File: src/rtl/ap_ctrl_chain_driver_if.sv
// Block-level ap_ctrl_chain control handshake between a driver and an HLS kernel.
// The master drives start/continue; the kernel answers with ready/done.
interface ap_ctrl_chain_driver_if;
  logic ap_start;
  logic ap_ready;
  logic ap_done;
  logic ap_continue;

  modport master (
    output ap_start,
    output ap_continue,
    input  ap_ready,
    input  ap_done
  );

  modport slave (
    input  ap_start,
    input  ap_continue,
    output ap_ready,
    output ap_done
  );
endinterface

File: src/rtl/ap_ctrl_chain_driver.sv
// Issues a configured number of ap_ctrl_chain transactions, grants ap_continue under
// downstream backpressure and measures start-to-done latency through a timestamp FIFO.
module ap_ctrl_chain_driver #(
  parameter int CNT_W           = 32,
  parameter int LAT_W           = 32,
  parameter int MAX_OUTSTANDING = 4
) (
  input  logic                   clk_i,
  input  logic                   rst_ni,
  input  logic                   cfg_start_i,
  input  logic [CNT_W-1:0]       cfg_num_txn_i,
  input  logic                   cont_hold_i,
  ap_ctrl_chain_driver_if.master ap_if,
  output logic                   busy_o,
  output logic                   finish_o,
  output logic [CNT_W-1:0]       started_cnt_o,
  output logic [CNT_W-1:0]       done_cnt_o,
  output logic [LAT_W-1:0]       cycle_cnt_o,
  output logic                   lat_valid_o,
  output logic [LAT_W-1:0]       lat_value_o,
  output logic [LAT_W-1:0]       lat_max_o,
  output logic [LAT_W-1:0]       lat_min_o,
  output logic                   proto_err_o
);
  localparam int PTR_W = (MAX_OUTSTANDING > 1) ? $clog2(MAX_OUTSTANDING) : 1;
  localparam int OCC_W = PTR_W + 1;
  localparam logic [PTR_W-1:0] PTR_LAST = PTR_W'(MAX_OUTSTANDING - 1);
  localparam logic [CNT_W-1:0] MAX_OUT  = CNT_W'(MAX_OUTSTANDING);
  localparam logic [CNT_W-1:0] ONE_C    = CNT_W'(1);
  localparam logic [LAT_W-1:0] ONE_L    = LAT_W'(1);

  typedef enum logic [1:0] {S_IDLE, S_RUN, S_DRAIN, S_FINISH} state_e;
  state_e state_q, state_d;

  logic [CNT_W-1:0] num_q, started_q, done_q;
  logic [LAT_W-1:0] cycle_q, lat_value_q, lat_max_q, lat_min_q;
  logic             lat_valid_q, proto_err_q;
  logic [LAT_W-1:0] ts_mem_q [MAX_OUTSTANDING];
  logic [PTR_W-1:0] wr_ptr_q, rd_ptr_q;
  logic [OCC_W-1:0] occ_q;

  logic             busy, run_req, ap_start, ap_continue, accept, done_seen, retire, spurious;
  logic [LAT_W-1:0] lat_now;

  assign busy        = (state_q == S_RUN) || (state_q == S_DRAIN);
  assign ap_start    = (state_q == S_RUN) && (started_q < num_q) &&
                       ((started_q - done_q) < MAX_OUT);
  assign ap_continue = busy && !cont_hold_i;
  assign accept      = ap_start && ap_if.ap_ready;
  assign done_seen   = ap_if.ap_done && ap_continue;
  // FIFO occupancy is judged at cycle start, so a same-cycle push cannot cover a done
  assign retire      = done_seen && (occ_q != '0);
  assign spurious    = done_seen && (occ_q == '0);
  assign lat_now     = cycle_q - ts_mem_q[rd_ptr_q];

  always_ff @(posedge clk_i or negedge rst_ni) begin
    if (!rst_ni) state_q <= S_IDLE;
    else         state_q <= state_d;
  end

  always_comb begin
    state_d = state_q;
    run_req = 1'b0;
    case (state_q)
      S_IDLE, S_FINISH: begin
        if (cfg_start_i) begin
          run_req = 1'b1;
          state_d = (cfg_num_txn_i == '0) ? S_FINISH : S_RUN;
        end
      end
      S_RUN: begin
        if (accept && ((started_q + ONE_C) == num_q)) state_d = S_DRAIN;
      end
      S_DRAIN: begin
        if ((done_q + CNT_W'(retire)) == num_q) state_d = S_FINISH;
      end
      default: state_d = S_IDLE;
    endcase
  end

  always_ff @(posedge clk_i or negedge rst_ni) begin
    if (!rst_ni) begin
      num_q       <= '0;
      started_q   <= '0;
      done_q      <= '0;
      cycle_q     <= '0;
      lat_valid_q <= 1'b0;
      lat_value_q <= '0;
      lat_max_q   <= '0;
      lat_min_q   <= '1;
      proto_err_q <= 1'b0;
      wr_ptr_q    <= '0;
      rd_ptr_q    <= '0;
      occ_q       <= '0;
    end else begin
      lat_valid_q <= 1'b0;
      if (run_req) begin
        num_q       <= cfg_num_txn_i;
        started_q   <= '0;
        done_q      <= '0;
        cycle_q     <= '0;
        lat_value_q <= '0;
        lat_max_q   <= '0;
        lat_min_q   <= '1;
        proto_err_q <= 1'b0;
        wr_ptr_q    <= '0;
        rd_ptr_q    <= '0;
        occ_q       <= '0;
      end else begin
        if (busy) cycle_q <= cycle_q + ONE_L;
        if (accept) begin
          started_q <= started_q + ONE_C;
          wr_ptr_q  <= (wr_ptr_q == PTR_LAST) ? '0 : wr_ptr_q + PTR_W'(1);
        end
        if (retire) begin
          done_q      <= done_q + ONE_C;
          rd_ptr_q    <= (rd_ptr_q == PTR_LAST) ? '0 : rd_ptr_q + PTR_W'(1);
          lat_valid_q <= 1'b1;
          lat_value_q <= lat_now;
          if (lat_now > lat_max_q) lat_max_q <= lat_now;
          if (lat_now < lat_min_q) lat_min_q <= lat_now;
        end
        if (spurious) proto_err_q <= 1'b1;
        occ_q <= occ_q + OCC_W'(accept) - OCC_W'(retire);
      end
    end
  end

  always_ff @(posedge clk_i) begin
    if (accept) ts_mem_q[wr_ptr_q] <= cycle_q;
  end

  assign ap_if.ap_start    = ap_start;
  assign ap_if.ap_continue = ap_continue;
  assign busy_o            = busy;
  assign finish_o          = (state_q == S_FINISH);
  assign started_cnt_o     = started_q;
  assign done_cnt_o        = done_q;
  assign cycle_cnt_o       = cycle_q;
  assign lat_valid_o       = lat_valid_q;
  assign lat_value_o       = lat_value_q;
  assign lat_max_o         = lat_max_q;
  assign lat_min_o         = lat_min_q;
  assign proto_err_o       = proto_err_q;
endmodule

File: src/flat_wrapper.sv
// flat-port wrapper written by rule: the top's interface ports become plain ports
module ap_ctrl_chain_driver_flat 
#(
  parameter int CNT_W           = 32,
  parameter int LAT_W           = 32,
  parameter int MAX_OUTSTANDING = 4
)
  (clk_i, rst_ni, cfg_start_i, cfg_num_txn_i, cont_hold_i, busy_o, finish_o, started_cnt_o, done_cnt_o, cycle_cnt_o, lat_valid_o, lat_value_o, lat_max_o, lat_min_o, proto_err_o, ap_if_ap_start, ap_if_ap_continue, ap_if_ap_ready, ap_if_ap_done);
  ap_ctrl_chain_driver_if ap_if_i ();
  input  logic clk_i;
  input  logic rst_ni;
  input  logic cfg_start_i;
  input  logic [CNT_W-1:0] cfg_num_txn_i;
  input  logic cont_hold_i;
  output logic busy_o;
  output logic finish_o;
  output logic [CNT_W-1:0] started_cnt_o;
  output logic [CNT_W-1:0] done_cnt_o;
  output logic [LAT_W-1:0] cycle_cnt_o;
  output logic lat_valid_o;
  output logic [LAT_W-1:0] lat_value_o;
  output logic [LAT_W-1:0] lat_max_o;
  output logic [LAT_W-1:0] lat_min_o;
  output logic proto_err_o;
  output wire logic [$bits(ap_if_i.ap_start)-1:0] ap_if_ap_start;
  output wire logic [$bits(ap_if_i.ap_continue)-1:0] ap_if_ap_continue;
  input wire logic [$bits(ap_if_i.ap_ready)-1:0] ap_if_ap_ready;
  input wire logic [$bits(ap_if_i.ap_done)-1:0] ap_if_ap_done;
  assign ap_if_ap_start = ap_if_i.ap_start;
  assign ap_if_ap_continue = ap_if_i.ap_continue;
  assign ap_if_i.ap_ready = ap_if_ap_ready;
  assign ap_if_i.ap_done = ap_if_ap_done;
  ap_ctrl_chain_driver #(.CNT_W(CNT_W), .LAT_W(LAT_W), .MAX_OUTSTANDING(MAX_OUTSTANDING)) u_core (.clk_i(clk_i), .rst_ni(rst_ni), .cfg_start_i(cfg_start_i), .cfg_num_txn_i(cfg_num_txn_i), .cont_hold_i(cont_hold_i), .ap_if(ap_if_i), .busy_o(busy_o), .finish_o(finish_o), .started_cnt_o(started_cnt_o), .done_cnt_o(done_cnt_o), .cycle_cnt_o(cycle_cnt_o), .lat_valid_o(lat_valid_o), .lat_value_o(lat_value_o), .lat_max_o(lat_max_o), .lat_min_o(lat_min_o), .proto_err_o(proto_err_o));
endmodule
File: config.mk
export PLATFORM = sky130hd
export DESIGN_NAME = ap_ctrl_chain_driver_flat
export DESIGN_NICKNAME = d
export VERILOG_FILES = /design/src/rtl/ap_ctrl_chain_driver_if.sv /design/src/rtl/ap_ctrl_chain_driver.sv /design/src/flat_wrapper.sv
export SDC_FILE = /design/constraint.sdc
export NUM_CORES = 1
export LEC_CHECK = 0
export ABC_CLOCK_PERIOD_IN_PS = 6200
export BUFFER_PORTS_ARGS = -buffer_cell sky130_fd_sc_hd__buf_4
export CAP_MARGIN = 20
export CORE_AREA = 2 2 210 212
export CTS_BUF_LIST = sky130_fd_sc_hd__clkbuf_4 sky130_fd_sc_hd__clkbuf_8 sky130_fd_sc_hd__clkbuf_16
export DETAILED_ROUTE_END_ITERATION = 7
export DIE_AREA = 0 0 212 214
export PLACE_DENSITY = 0.77
export RECOVER_POWER = 100
export SKIP_CTS_REPAIR_TIMING = 1
export SLEW_MARGIN = 20
export SYNTH_ARGS = -nofsm -noshare
export SYNTH_HDL_FRONTEND = slang
export SYNTH_SLANG_ARGS = --single-unit
export TNS_END_PERCENT = 30
File: constraint.sdc
create_clock -name clk_i -period 6.2 [get_ports clk_i]
set_input_delay 1.24 -clock clk_i [delete_from_list [all_inputs] [get_ports clk_i]]
set_output_delay 1.24 -clock clk_i [all_outputs]
set_load 0.02 [all_outputs]
==> Yosys cells after proc, flatten, opt, wreduce, memory -nomap -nowiden <==
Memories as Yosys holds them, arrays and structs flattened.
Index checks and enable logic that the tools add are counted.
{ "op_classes": {"n_eq_ne": 10, "n_reduce_logical": 24, "n_addsub": 10, "n_mux": 34, "n_lt_le_gt_ge": 4} }
{ "ops": {"columns": ["op", "count"], "rows": [
  ["two-way mux 32 bit", 14],
  ["adder 32 x 1 -> 32 bit, second input constant", 3],
  ["equality test 32 bit", 2],
  ["< comparator 32 bit", 2],
  ["subtractor 32 bit", 2],
  ["adder 32 x 1 -> 32 bit", 1],
  ["greater-than comparator 32 bit", 1],
  ["zero test 32 bit", 1],
  ["< comparator 32 x 3 -> 1 bit, second input constant", 1],
  ["two-way mux 2 bit", 10],
  ["nonzero test 2 bit", 6],
  ["equality test 2 bit, second input constant", 4],
  ["logical AND 1 bit", 8],
  ["two-way mux 1 bit", 8],
  ["!= test 2 bit, second input constant", 3],
  ["case mux 2 bit (3 select lines)", 1],
  ["adder 2 x 1 -> 2 bit, second input constant", 2],
  ["AND reduction 2 bit", 2],
  ["adder 3 x 1 -> 3 bit", 1],
  ["zero test 3 bit", 1],
  ["two-way mux 3 bit", 1],
  ["AND reduction 3 bit", 1],
  ["nonzero test 3 bit", 1],
  ["subtractor 3 x 1 -> 3 bit", 1],
  ["5 further kinds", 5]
]} }
{ "totals": {"word_cells": 96, "ramBits": 128, "reg_bits": 235, "mem_count": 1} }
{ "memory_table": {"columns": ["name", "depth", "word_bits", "rd", "rd_ports_with_merged_regs", "write_ports", "line", "text"], "rows": [
  ["u_core.ts_mem_q", 4, 32, 1, 0, 1, "ap_ctrl_chain_driver.sv:38", "logic [LAT_W-1:0] ts_mem_q [MAX_OUTSTANDING];"]
]} }

==> Logic depth before layout (Yosys ltp) <==
{ "logic_depth": {"ltp_word": 9, "mapped_depth": 29, "mapped_depth_nobuf": 25} }

==> Least setup slack after synthesis <==
Ideal clock, no wire load.
{ "synth_path": {"path_type": "register -> register", "startpoint": "register u_core.rd_ptr_q[0]", "endpoint": "register u_core.lat_max_q[23] (netlist: u_core.lat_max_o[23])", "arrival_ns": 6.126, "setup_ns": 0.132, "path_buffers": 4, "path_stages_with_launch": 28, "path_slack_ns": -0.058, "cell_sequence": "dfrtp_1 clkbuf_1 buf_1 mux4_2 inv_1 ha_1 inv_1 nor4_1 a21boi_0 a41o_1 o21ai_0 nand3b_1 a21oi_1 o311ai_0 ha_1 a21o_1 a21o_1 a21o_1 a21oi_1 nor2b_1 o211ai_1 a211oi_1 a2111oi_0 a21oi_1 clkbuf_1 clkbuf_1 mux2i_1 nor2_1"} }
{ "synth_between": {"elab_chain_cells": 5} }
{ "synth_rtl": {"columns": ["element", "line", "text"], "rows": [
  ["from (decl)", "ap_ctrl_chain_driver.sv:39", "logic [PTR_W-1:0] wr_ptr_q, rd_ptr_q;"],
  ["from (signal assigned)", "ap_ctrl_chain_driver.sv:117", "rd_ptr_q <= (rd_ptr_q == PTR_LAST) ? '0 : rd_ptr_q + PTR_W'(1);"],
  ["memory read (4 x 32 bit) *", null, null],
  ["subtractor 32 bit *", "ap_ctrl_chain_driver.sv:54", "assign lat_now = cycle_q - ts_mem_q[rd_ptr_q];"],
  ["greater-than comparator 32 bit or two-way mux 32 bit (tied branches)", "ap_ctrl_chain_driver.sv:120", "if (lat_now > lat_max_q) lat_max_q <= lat_now;"],
  ["nonzero test 2 bit (no source line) or two-way mux 32 bit (tied branches)", null, null],
  ["AND reduction 2 bit (no source line) or two-way mux 32 bit (tied branches)", null, null],
  ["to (signal assigned)", "ap_ctrl_chain_driver.sv:120", null],
  ["to (decl)", "ap_ctrl_chain_driver.sv:36", "logic [LAT_W-1:0] cycle_q, lat_value_q, lat_max_q, lat_min_q;"]
]} }
Every way passes the cells marked *; elsewhere a longest branch is shown, timed or not. The select of a mux whose other input is x is not followed.
A chain may end at the register's enable or synchronous reset.

==> Worst setup path after layout <==
{ "layout_path": {"startpoint": "register u_core.rd_ptr_q[1]", "endpoint": "register u_core.lat_max_q[30] (netlist: u_core.lat_max_o[30])"} }
Same word-level chain as after synthesis.

==> impl_metrics.toml <==
[worst_setup_path]
worstSetupStartpointType = "register"
crit_chain = "mux4_2 -> inv_1 -> ha_1 -> inv_1 -> nor4_1 -> a21boi_0 -> a41o_1 -> o21ai_1 -> clkbuf_4 -> a21o_1 -> a21o_1 -> and2_1 -> o311ai_0 -> clkbuf_1 -> ha_1 -> nand4_1 -> nor4_1 -> buf_4 -> o31ai_2 -> a21oi_2 -> buf_12 -> mux2i_1 -> nor2_1"
worst_setup_path_end_kind = "register"
crit_path_max_fanout = 21
cp.arrival_ps = 6370
slowest_stage = "dfrtp_1"
cp_top_family = "compound AO/OA/AOI/OAI gates"
critPathKind = "register to register"
crit_buf_inv = 6
worst-endpoint-required_ps = 6630
cpPeakStageDelay_ps = 660

[floorplanning]
row_count = 76
dieArea_mm2 = 0.0454
start_util = 0.545
io_pins = 236
fp.dieW_um = 212
core_mm2 = 0.0429
die-height_um = 214

[placed_design]
dpl_cell_area_mm2 = 0.0260
place.gp.congestion = 0.996
port_buffers = 235
dp_hpwl_um = 54800

[detailed_routing]
wl_per_cell_um = 22.2
ant_nets = 0
drc_errors = 0
wl_um = 73300
drt-initial-drc-count = 2073
via_per_inst = 6.23
vias = 20593
drt_first_pass_iters = 5

[grt]
grtUsageTotal = 0.320
grt_max_degree = 116
gr-total-overflow = 0
antenna_found_initial = 0
grt_pass1_wl_um = 114000
grt_pass1_vias = 19797

[synthesis]
synthesis.area_mm2 = 0.0234
syn_nets = 2659
synth_edf_count = 128
muxShareOfSynthArea = 0.0592
synth_ff_type = "dfrtp_1"
ys_ff_latch = 363
synth_warnings = 0
synth_compound_area_frac = 0.144
yosys.cell_types.count = 91
avgSynthCellArea_um2 = 9.55
synth-xor-area-share = 0.0610
syn_inst = 2448
seq_area_frac_synth = 0.417
synth_adder_area_share = 0.0932
ys_async_sr_fraction = 0.647
synth_top_family_by_area = "simple AND/OR/NAND/NOR gates"
synthSimpleGateAreaFrac = 0.174

[sta]
layout_min_cycle_time_ps = 5940
max_slew_margin = -1.38
drv_slew = 242
fin_crit_sh = 0.958
final-hold-violation-count = 0
setup_viol = 0
clock_skew_ps = 23.5
max_slew.worst_pin.slew_ps = 3560
max_freq_mhz = 168

[finish]
drive_above_1_share = 0.105
final_cell_mix = "nand2_1 (280), dfrtp_1 (201), inv_1 (198), clkbuf_1 (181), ha_1 (169)"
stdcell_area_mm2 = 0.0269
layout_commonest_cell = "nand2_1"
num_antenna_cells = 0
areaGrowthSynthToFinish_pct = 14.9
nNetsFinal = 2903

[pwr]
p_seq_frac = 0.262
peakVddDrop_v = 0.000227
p_sw_mw = 7.46
p_int_mw = 8.35
p_leak_nw = 11.6
swShare = 0.472
power_density_mw_per_mm2 = 588
p_clk_frac = 0.159
power_mw = 15.8
comb_power_share = 0.578

[clocking]
clk_latency_ps = 580
cts_tree = "done"
cts-root-buf = "clkbuf_16"
clockBufferDepth = 3
clock_sinks = 363
path_clk_slew_ps = 60
cts_buffers = 40
htree_levels = 2

[min_path]
hold_class = "register to register"

[status]
outcome = "complete, but fails checks"
violations = "capacitance limit, slew limit"

[flow_run]
maxCapViolations = 5
cell families (layout without fill, tap and decap cells):
family          Yosys count  in the layout
simple gates            842            842
compound gates          503            503
flops                   363            363
buf+inv                 306            581
fa+ha+maj               173            173
xor+xnor                163            163
mux                      98             98
metrics by stage:
step,std cells,hold WS (ps),util,setup TNS [ps],worst slack (ps)
2_1_floorplan,2448,491,-,0,47.2
3_3_place_gp,3230,487,0.607,0,57.8
3_5_place_dp,3230,495,0.607,-1590,-98.0
4_1_cts,3303,508,0.640,-2760,-136
5_1_grt,3308,524,0.626,-904,-83.3
6_report,3308,506,0.626,0,262
final cells by class:
type                    instances  area (um^2)
fillers                      3677        16000
multi-input cells            1779        12500
flip-flops and latches        363         9770
repair buffers                310         1710
clock buffers                  55         1200
inverters                     198          743
well taps                     585          732
clock inverters                18          201
registers in the layout, summed over array words and instances, names as in the netlist:
name and flops:
u_core.lat_max_o 32, u_core.started_cnt_o 32, u_core.num_q 32, u_core.rd_ptr_q 2, u_core.lat_valid_o 1, u_core.occ_q 3
u_core.done_cnt_o 32, u_core.proto_err_o 1, u_core.state_q 2, u_core.lat_value_o 32, u_core.wr_ptr_q 2, u_core.lat_min_o 32
u_core.ts_mem_q 128, u_core.cycle_cnt_o 32
layer usage:
metal	global-route usage	wire length, um
met5	0	0
met3	0.0532	5580
met4	0.108	2630
met2	0.505	33700
met1	0.447	31400
power by group through the flow:
stage	clock network, mW	registers [mW]	logic (mW)
6_report	2.52	4.15	9.14
2_1_floorplan	0	4.40	5.52
4_1_cts	2.55	4.16	9.31
3_5_place_dp	0	4.20	9.24
5_1_grt	2.64	4.22	10.0
3_3_place_gp	0	4.16	9.03
synthesized netlist by cell type (all sizes together) (55+ instances only):
master / count / area [um^2]
a21oi: 119 / 603
clkbuf: 91 / 342
dfrtp: 203 / 5080
edfxtp: 128 / 3840
ha: 171 / 2140
inv: 198 / 743
mux2i: 64 / 641
nand2: 282 / 1060
nand3: 106 / 531
nand4: 61 / 382
nor2: 161 / 604
nor3: 55 / 285
o21ai: 126 / 631
xnor2: 109 / 955
worst reg2reg max path: stages, from the launching register on:
cell and delay (ps):
dfrtp_1 660, mux4_2 290, inv_1 40, ha_1 330, inv_1 120, nor4_1 530, a21boi_0 250, a41o_1 160
o21ai_1 130, clkbuf_4 160, a21o_1 200, a21o_1 200, and2_1 190, o311ai_0 360, clkbuf_1 390, ha_1 220
nand4_1 150, nor4_1 300, buf_4 170, o31ai_2 70, a21oi_2 330, buf_12 230, mux2i_1 250, nor2_1 60
worst paths after layout:
kind / endpoint / from / slack (ps) / cells past startpoint
hold / removal: u_core.ts_mem_q[0][0]$_DFFE_PP_ / u_core.cycle_cnt_o[0]$_DFFE_PN0P_ / 510 / 0
hold reg to reg: u_core.ts_mem_q[0][0]$_DFFE_PP_ / u_core.cycle_cnt_o[0]$_DFFE_PN0P_ / 510 / 0
max in group asynchronous: u_core.rd_ptr_q[0]$_DFFE_PN0P_ / rst_ni / 1110 / 2
setup reg to reg: u_core.lat_max_o[30]$_DFFE_PN0P_ / u_core.rd_ptr_q[1]$_DFFE_PN0P_ / 260 / 23
min in group asynchronous: u_core.lat_max_o[7]$_DFFE_PN0P_ / rst_ni / 1880 / 1
setup / recovery: u_core.lat_max_o[30]$_DFFE_PN0P_ / u_core.rd_ptr_q[1]$_DFFE_PN0P_ / 260 / 23
Power figures use the tool's default switching activity.
